<file path="config.mk">
export PLATFORM = sky130hd
export DESIGN_NAME = microwave_ctrl_p
export DESIGN_NICKNAME = d
export VERILOG_FILES = /design/src/rtl/microwave_pkg.sv /design/src/rtl/microwave_ctrl_p_bcd_down_counter.sv /design/src/rtl/microwave_ctrl_p.sv
export SDC_FILE = /design/constraint.sdc
export NUM_CORES = 1
export LEC_CHECK = 0
export CORE_MARGIN = 2
export CORE_UTILIZATION = 35
export DETAILED_ROUTE_END_ITERATION = 10
export DONT_BUFFER_PORTS = 1
export GPL_TIMING_DRIVEN = 0
export HOLD_SLACK_MARGIN = 0.06
export SETUP_SLACK_MARGIN = 0.02
export SYNTH_ARGS = -nofsm -noshare
export SYNTH_HDL_FRONTEND = slang
export SYNTH_SLANG_ARGS = --single-unit
</file>
<file path="constraint.sdc">
create_clock -name clock -period 7.2 [get_ports clock]
set_input_delay 0 -clock clock [delete_from_list [all_inputs] [get_ports clock]]
set_output_delay 0 -clock clock [all_outputs]
set_load 0.1 [all_outputs]
</file>
<file path="src/rtl/microwave_pkg.sv">
// Shared types and constants for the microwave controller slice.
package microwave_pkg;

    localparam int unsigned BCD_W = 4;

    // Largest value a digit reaches when it borrows: decimal digits and seconds-tens.
    localparam logic [BCD_W-1:0] DIGIT_MAX_DEC  = 4'd9;
    localparam logic [BCD_W-1:0] DIGIT_MAX_SEXT = 4'd5;

    typedef logic [BCD_W-1:0] bcd_t;

    // Controller state encoding.
    typedef logic [1:0] state_t;
    localparam state_t ST_IDLE  = 2'd0;
    localparam state_t ST_COOK  = 2'd1;
    localparam state_t ST_PAUSE = 2'd2;
    localparam state_t ST_DONE  = 2'd3;

    // Index of the set bit in a one-hot keypad vector (caller guarantees one-hot).
    function automatic bcd_t key_to_bcd(input logic [9:0] key);
        bcd_t r;
        r = '0;
        for (int unsigned i = 0; i < 10; i++) begin
            if (key[i]) r = bcd_t'(i);
        end
        return r;
    endfunction

endpackage

</file>
<file path="src/rtl/microwave_ctrl_p_bcd_down_counter.sv">
// N-digit BCD time register: keypad shift-in, mm:ss down-count, zero detect.
module bcd_down_counter
    import microwave_pkg::*;
#(
    parameter int unsigned N_DIGITS = 3
) (
    input  logic                      clock,
    input  logic                      clearn,
    input  logic                      clear,
    input  logic                      load_en,
    input  bcd_t                      load_digit,
    input  logic                      dec_en,
    output logic [BCD_W*N_DIGITS-1:0] digits,
    output logic                      is_zero,
    output logic                      dec_hits_zero
);

    bcd_t dig_q [N_DIGITS];
    bcd_t dig_d [N_DIGITS];
    logic borrow;

    // Next digit values: clear, shift-in of a new key, or one-second decrement.
    always_comb begin
        borrow = 1'b0;
        for (int unsigned i = 0; i < N_DIGITS; i++) dig_d[i] = dig_q[i];
        if (clear) begin
            for (int unsigned i = 0; i < N_DIGITS; i++) dig_d[i] = '0;
        end else if (load_en) begin
            dig_d[0] = load_digit;
            for (int unsigned i = 1; i < N_DIGITS; i++) dig_d[i] = dig_q[i-1];
        end else if (dec_en && !is_zero) begin
            // Borrow ripples up from the seconds-ones digit; seconds-tens wraps to 5.
            borrow = 1'b1;
            for (int unsigned i = 0; i < N_DIGITS; i++) begin
                if (borrow) begin
                    if (dig_q[i] == '0) begin
                        dig_d[i] = (i == 1) ? DIGIT_MAX_SEXT : DIGIT_MAX_DEC;
                    end else begin
                        dig_d[i] = dig_q[i] - 4'd1;
                        borrow   = 1'b0;
                    end
                end
            end
        end
    end

    // Flatten digits and detect zero / the last remaining second.
    always_comb begin
        digits        = '0;
        is_zero       = 1'b1;
        dec_hits_zero = (dig_q[0] == 4'd1);
        for (int unsigned i = 0; i < N_DIGITS; i++) begin
            digits[i*BCD_W +: BCD_W] = dig_q[i];
            if (dig_q[i] != '0) is_zero = 1'b0;
            if (i != 0 && dig_q[i] != '0) dec_hits_zero = 1'b0;
        end
    end

    // Digit registers with synchronous active-low reset.
    always_ff @(posedge clock) begin
        if (!clearn) begin
            for (int unsigned i = 0; i < N_DIGITS; i++) dig_q[i] <= '0;
        end else begin
            for (int unsigned i = 0; i < N_DIGITS; i++) dig_q[i] <= dig_d[i];
        end
    end

endmodule

</file>
<file path="src/rtl/microwave_ctrl_p.sv">
// Microwave controller top: button edge detect, cook FSM, tick prescaler,
// power duty window and end-of-cook beep timer around the BCD time register.
module microwave_ctrl_p
    import microwave_pkg::*;
#(
    parameter int unsigned N_DIGITS     = 3,
    parameter int unsigned TICK_DIV     = 50,
    parameter int unsigned POWER_LEVELS = 5,
    parameter int unsigned BEEP_CYCLES  = 100
) (
    input  logic                               clock,
    input  logic                               clearn,
    input  logic                               startn,
    input  logic                               stopn,
    input  logic                               door_closed,
    input  logic [9:0]                         keypad,
    input  logic                               power_key,
    output logic [4*N_DIGITS-1:0]              digits_bcd,
    output logic [$clog2(POWER_LEVELS+1)-1:0]  power_level,
    output logic                               mag_on,
    output logic                               running,
    output logic                               paused,
    output logic                               done_beep
);

    localparam int unsigned PW  = $clog2(POWER_LEVELS + 1);
    localparam int unsigned PSW = (TICK_DIV > 1) ? $clog2(TICK_DIV) : 1;
    localparam int unsigned BW  = (BEEP_CYCLES > 1) ? $clog2(BEEP_CYCLES) : 1;

    localparam logic [PSW-1:0] PRE_LAST  = PSW'(TICK_DIV - 1);
    localparam logic [PW-1:0]  WIN_LAST  = PW'(POWER_LEVELS - 1);
    localparam logic [PW-1:0]  LVL_MAX   = PW'(POWER_LEVELS);
    localparam logic [BW-1:0]  BEEP_LAST = BW'(BEEP_CYCLES - 1);

    state_t         state_q, state_d;
    logic [PSW-1:0] pre_q, pre_d;
    logic [PW-1:0]  win_q, win_d;
    logic [PW-1:0]  power_q, power_d;
    logic [BW-1:0]  beep_q, beep_d;

    logic       start_prev_q, stop_prev_q, power_prev_q;
    logic [9:0] keypad_prev_q;

    logic       start_edge, stop_edge, power_edge, key_valid;
    logic [9:0] key_rise;

    logic cnt_clear, cnt_load, cnt_dec;
    logic is_zero, dec_hits_zero;

    bcd_down_counter #(
        .N_DIGITS(N_DIGITS)
    ) u_time (
        .clock        (clock),
        .clearn       (clearn),
        .clear        (cnt_clear),
        .load_en      (cnt_load),
        .load_digit   (key_to_bcd(keypad)),
        .dec_en       (cnt_dec),
        .digits       (digits_bcd),
        .is_zero      (is_zero),
        .dec_hits_zero(dec_hits_zero)
    );

    // Edges against the one-cycle-old copy; a key counts only if it alone is pressed.
    always_comb begin
        start_edge = ~startn & start_prev_q;
        stop_edge  = ~stopn & stop_prev_q;
        power_edge = power_key & ~power_prev_q;
        key_rise   = keypad & ~keypad_prev_q;
        key_valid  = $onehot(key_rise) && $onehot(keypad);
    end

    // Cook FSM with door > stop > start priority, prescaler, duty window and beep timer.
    always_comb begin
        state_d   = state_q;
        pre_d     = pre_q;
        win_d     = win_q;
        power_d   = power_q;
        beep_d    = beep_q;
        cnt_clear = 1'b0;
        cnt_load  = 1'b0;
        cnt_dec   = 1'b0;
        case (state_q)
            ST_IDLE: begin
                cnt_load = key_valid;
                if (power_edge) power_d = (power_q == LVL_MAX) ? PW'(1) : power_q + PW'(1);
                if (start_edge && door_closed && !is_zero) begin
                    state_d = ST_COOK;
                    pre_d   = '0;
                    win_d   = '0;
                end
            end
            ST_COOK: begin
                if (!door_closed || stop_edge) begin
                    state_d = ST_PAUSE;
                end else if (pre_q == PRE_LAST) begin
                    pre_d   = '0;
                    win_d   = (win_q == WIN_LAST) ? '0 : win_q + PW'(1);
                    cnt_dec = 1'b1;
                    if (dec_hits_zero) begin
                        state_d = ST_DONE;
                        beep_d  = '0;
                    end
                end else begin
                    pre_d = pre_q + PSW'(1);
                end
            end
            ST_PAUSE: begin
                if (stop_edge) begin
                    state_d   = ST_IDLE;
                    cnt_clear = 1'b1;
                end else if (start_edge && door_closed) begin
                    state_d = ST_COOK;
                end
            end
            ST_DONE: begin
                if (stop_edge || beep_q == BEEP_LAST) state_d = ST_IDLE;
                else beep_d = beep_q + BW'(1);
            end
            default: state_d = ST_IDLE;
        endcase
    end

    // State and edge-detect registers with synchronous active-low reset.
    always_ff @(posedge clock) begin
        if (!clearn) begin
            state_q       <= ST_IDLE;
            pre_q         <= '0;
            win_q         <= '0;
            power_q       <= LVL_MAX;
            beep_q        <= '0;
            start_prev_q  <= 1'b1;
            stop_prev_q   <= 1'b1;
            power_prev_q  <= 1'b0;
            keypad_prev_q <= '0;
        end else begin
            state_q       <= state_d;
            pre_q         <= pre_d;
            win_q         <= win_d;
            power_q       <= power_d;
            beep_q        <= beep_d;
            start_prev_q  <= startn;
            stop_prev_q   <= stopn;
            power_prev_q  <= power_key;
            keypad_prev_q <= keypad;
        end
    end

    // Outputs; door gating of the magnetron is combinational.
    always_comb begin
        power_level = power_q;
        running     = (state_q == ST_COOK);
        paused      = (state_q == ST_PAUSE);
        done_beep   = (state_q == ST_DONE);
        mag_on      = running && door_closed && (win_q < power_q);
    end

endmodule

</file>
* After elaboration in Yosys (flattened, before gate mapping)
Memories as Yosys holds them, arrays and structs flattened.
Index checks and enable logic that the tools add are counted.
W data, S select, Z words.
** Operators by class
- $add $sub $neg :: 25
- $mul :: 0
- Div/mod/pow operators :: 0
- Order comparisons :: 1
- Equality and inequality tests :: 19
- Shift operators :: 0
- Muxes and demuxes :: 65
- Bitwise logic cells :: 11
- Reduce and logical (&&, ||, !) cells :: 24
** Operators with widths (count)
- $mux W4 :: 16
- $mux W12 :: 3
- $mux W7 :: 4
- $mux W1 :: 23
- $add A1 B1 Y2 :: 10
- $mux W6 :: 3
- $mux W3 :: 5
- $mux W2 :: 7
- $pmux W7 S2 :: 1
- $add A2 B2 Y3 :: 4
- $eq A4 B1 Y1 const B :: 3
- $logic_not A4 Y1 :: 3
- $pmux W6 S2 :: 1
- $reduce_bool A4 Y1 :: 3
- $sub A4 B1 Y4 const B :: 3
- $and A10 B10 Y10 :: 1
- $not A10 Y10 :: 1
- $reduce_and A5 Y1 :: 2
- $ne A3 B1 Y1 const B :: 3
- $add A3 B3 Y4 :: 2
- $add A4 B2 Y4 :: 2
- $pmux W2 S4 :: 1
- $add A7 B1 Y7 const B :: 1
- $eq A7 B7 Y1 const B :: 1
- other kinds (21) :: 42
** Word-level totals
- Bits in registers :: 34
- Latch bits :: 0
- RAM bits :: 12
- ROM bits :: 0
- Output and inout port bits :: 19
- Logic and storage cells :: 155
- Memories kept :: 1
** Memories
- u_time.dig_q :: words 3, width 4, read ports 3, clocked after memory_dff 0, write ports 3, RTL line microwave_ctrl_p_bcd_down_counter.sv:18 : bcd_t dig_q [N_DIGITS];

* Longest topological paths before layout
- Word-level depth :: 20
- Gate-level depth with buffers :: 14
- Depth with buffers taken out :: 13

* By module
A second synthesis with hierarchy kept.
** Second synthesis, totals
- Cells, all modules :: 316
- Area, all modules :: 2805.2 um^2
** Modules (own cells, without submodules)
- microwave_ctrl_p :: instances 1, cells an instance 233, area each 2099.5 um^2, sequential area each 680.7 um^2
- bcd_down_counter :: instances 1, cells an instance 83, area each 705.7 um^2, sequential area each 240.2 um^2

* Least setup slack after synthesis
Ideal clock, no wire load.
- Kind :: reg-to-reg
- Start point :: register keypad_prev_q[0]
- End point :: memory u_time.dig_q[0][7] (netlist name)
- Library setup time :: 0.128 ns
- Arrival :: 3.845 ns
- Path slack :: 3.227 ns
- Cell stages (with the launch flop) :: 15
- Buffers on the path :: 1
- Path through :: dfxtp_1 nand2b_1 fa_1 fa_1 inv_1 fa_1 ha_1 inv_1 fa_1 a2111oi_0 a21oi_1 or4_1 clkbuf_1 o2111ai_1 o21ai_1
** RTL lines
- start: declaration :: RTL line microwave_ctrl_p.sv:42 : logic [9:0] keypad_prev_q;
- start signal: assignment :: RTL line microwave_ctrl_p.sv:145 : keypad_prev_q <= keypad;
- end: declaration :: RTL line microwave_ctrl_p_bcd_down_counter.sv:18

==> reports/results.ini <==
[pwr]
pwr-share-clk = 0.272
p_leak_nw = 1.182
p_switching_w = 0.0002629
intPower_w = 0.0004431
power_density_mw_per_mm2 = 221.8
p_seq_frac = 0.470
peakVddDrop_mv = 0.07335
power_frac_comb = 0.258
swShare = 0.3723

[detailed_routing]
routed_wl_mm = 6.567
num_vias = 2414
vias_per_cell = 5.329
drc = 0
ant_nets = 0
drtIter0Drc = 104
dr.pass1.iters = 4
post_drt_wl_per_cell_um = 14.50

[setup_path]
critPathMaxStageDelay_ps = 550
cp_common_cell = fa_1
critPathSlowestCell = fa_1
arrival_ps = 4440
cp_max_fo = 10
regToRegSetupSlack_ps = 2930
start_kind = register
reg2reg_depth = 14
r2r-end = u_time.dig_q[0][5]
crit_buf_inv = 3
crit_type = reg -> reg
crit_required_ps = 7370
path_cells = nand2b_1 > fa_1 > fa_1 > inv_1 > fa_1 > ha_1 > inv_1 > fa_1 > a2111oi_0 > a21oi_1 > or4_1 > clkbuf_1 > o21ai_0 > a21oi_1
cp_top_family = adder cells
endpoint_kind = register
r2r-start = keypad_prev_q[0]

[cells_and_area]
final_util = 0.4119
final_nets = 389
areaGrowthSynthToFinish_pct = 14.34
drive_gt1_frac = 0.06268
diodes = 0
final_common_cell = dfxtp_1
final_cell_mix = 46 x dfxtp_1, 27 x nand2_1, 24 x inv_1, 24 x nor2_1, 21 x a21oi_1

[run_status]
status = completed

[placement]
gp_congestion = 0.7719
io_buffers = 0
pre_cts_ws_ps = 2927
hpwl_mm = 4.794

[clock_network]
cts_tree = built
cts_setup_buffers = 0
cts_buffers = 5
cts_max_level = 2
path_clk_slew_ps = 90
cts_root_buf = clkbuf_8
cts_max_path_buffers = 2
cts_resized = 0
cts_sinks = 46
insertion_delay_ps = 300

[yosys]
ys_seq_area_frac = 0.3308
yosys_warnings = 0
synth_edf_count = 0
synth_seq_cells = 46
synthCells = 327
async_flop_share = 0
ys_types = 52
ys.flop_type = dfxtp_1
syn-num-nets = 366
synth_area_per_cell_um2 = 8.514
synth_area_mm2 = 0.002784

[global_route]
grt_pass1_vias = 2329
grtUsageTotal = 0.1573
grt_max_degree = 15
overflow = 0
antenna_found_initial = 0
grt_pass1_wl_mm = 10.94

[worst_hold_path]
holdPathEnd = stop_prev_q
whs_path_depth = 2
hold_path_startpoint = clearn
min_path_type = in -> reg

[floorplan]
design.core.area_mm2 = 0.007727
io_pins = 35
die-area_mm2 = 0.008683
die_h_um = 93.19
die_w_um = 93.19
rows = 32
initial_core_util = 0.3603

[timing]
finalWorstSetupSlack_ps = 2927
min_period_over_period = 0.5935
tightest_slew_ps = 1223
hold_viol = 0
setup_viol = 0
clock.fmax_mhz = 234.0
fin_worst_skew_ps = 7.377
relSlewSlack = 0.1835
rsz0062_at_grt = false
fin_tns_setup_ps = 0
slew_viol_final = 0
min_period_ps = 4273
hold_ws_ps = 67.97

[run]
maxCapViolCount = 0

worst max path at each step:
stage	from	endpoint	slack, ps	depth (start not counted)
floorplan	keypad_prev_q[0]	u_time.dig_q[0][7]	3230	14
global placement	keypad_prev_q[0]	u_time.dig_q[0][3]	2940	14
detailed placement	keypad_prev_q[0]	u_time.dig_q[0][7]	2930	14
CTS	keypad_prev_q[0]	u_time.dig_q[0][7]	2900	14
global route	keypad_prev_q[0]	u_time.dig_q[0][5]	2570	14
finish	keypad_prev_q[0]	u_time.dig_q[0][5]	2930	14
sequential cells by signal, indices dropped and copies added, names as in the netlist:
signal and count:
beep_q 7, keypad_prev_q 10, power_level 3, power_prev_q 1
pre_q 6, start_prev_q 1, state_q 2, stop_prev_q 1
u_time.dig_q 12, win_q 3
layout make-up:
type                    instances  area (um2)
fillers                       772        4544
multi-input cells             242        1713
flip-flops and latches         46       920.9
repair buffers                 16       160.2
well taps                     102       127.6
inverters                      24       90.09
clock buffers                   6       72.57
plain buffers                  15       61.31
clock inverters                 2       37.54
cell usage after synthesis, types with 3 or more instances:
library cell  number  share of area
or3_1              3         0.0067
nand2b_1          13          0.029
fa_1              12          0.086
a311oi_1           6          0.019
a21oi_1           21          0.038
or2_2              3         0.0067
a211oi_1           3         0.0081
nor3_1             6          0.011
and3_1             3         0.0067
nand3_1            8          0.014
o21ai_0           18          0.032
o22ai_1            4         0.0090
mux2i_1            7          0.025
ha_1              11          0.049
nor2_1            24          0.032
inv_1             24          0.032
o21a_1             3         0.0081
buf_2              3         0.0054
clkbuf_1          12          0.016
nor2b_1            3         0.0067
nand4_1            4         0.0090
xnor2_1            3         0.0094
or4_1              5          0.013
nor4_1             7          0.016
nor4b_1            3         0.0094
dfxtp_1           46           0.33
and2_1            12          0.027
o221a_2            3          0.012
nand2_1           27          0.036
routing by layer:
metal	wire length, um	vias to the layer above	global-route usage	share of wire
li1	-	1213	-	-
met1	3162	1152	0.2112	0.48
met2	3064	44	0.2530	0.47
met3	283	5	0.04110	0.043
met4	57	0	0.03922	0.0087
met5	0	-	0	0
stage by stage:
step / instance area [um2] / cells / power (W)
after detailed placement: 2913 / 429 / 0.0005103
after CTS: 3183 / 453 / 0.0007152
after floorplan: 2784 / 327 / 0.0004708
after global routing: 3183 / 453 / 0.0007531
final: 3183 / 453 / 0.0007060
after global placement: 2912 / 429 / 0.0005053
cell families (layout without fill, tap and decap cells):
group	count (synthesis)	count (layout)	share of synthesized area
XOR/XNOR	3	3	0.009440
multiplexers	7	7	0.02517
AND/OR/NAND/NOR	132	132	0.2607
AO/OA/AOI/OAI	77	77	0.1843
buffers and inverters	39	63	0.05393
adder cells (fa/ha/maj)	23	23	0.1357
flip-flops	46	46	0.3308
what timing repair did:
item	CTS	global route
setup endpoints to repair	0	0
hold endpoints to repair	21	0
hold buffers	16	0
power groups by stage:
stage,Clock [W],Sequential [W],Combinational (W)
floorplan,0,0.000333,0.000138
detailed placement,0,0.000337,0.000173
CTS,0.000201,0.000332,0.000183
global placement,0,0.000337,0.000168
global route,0.000211,0.000334,0.000208
finish,0.000192,0.000332,0.000182
Power figures use the tool's default switching activity.
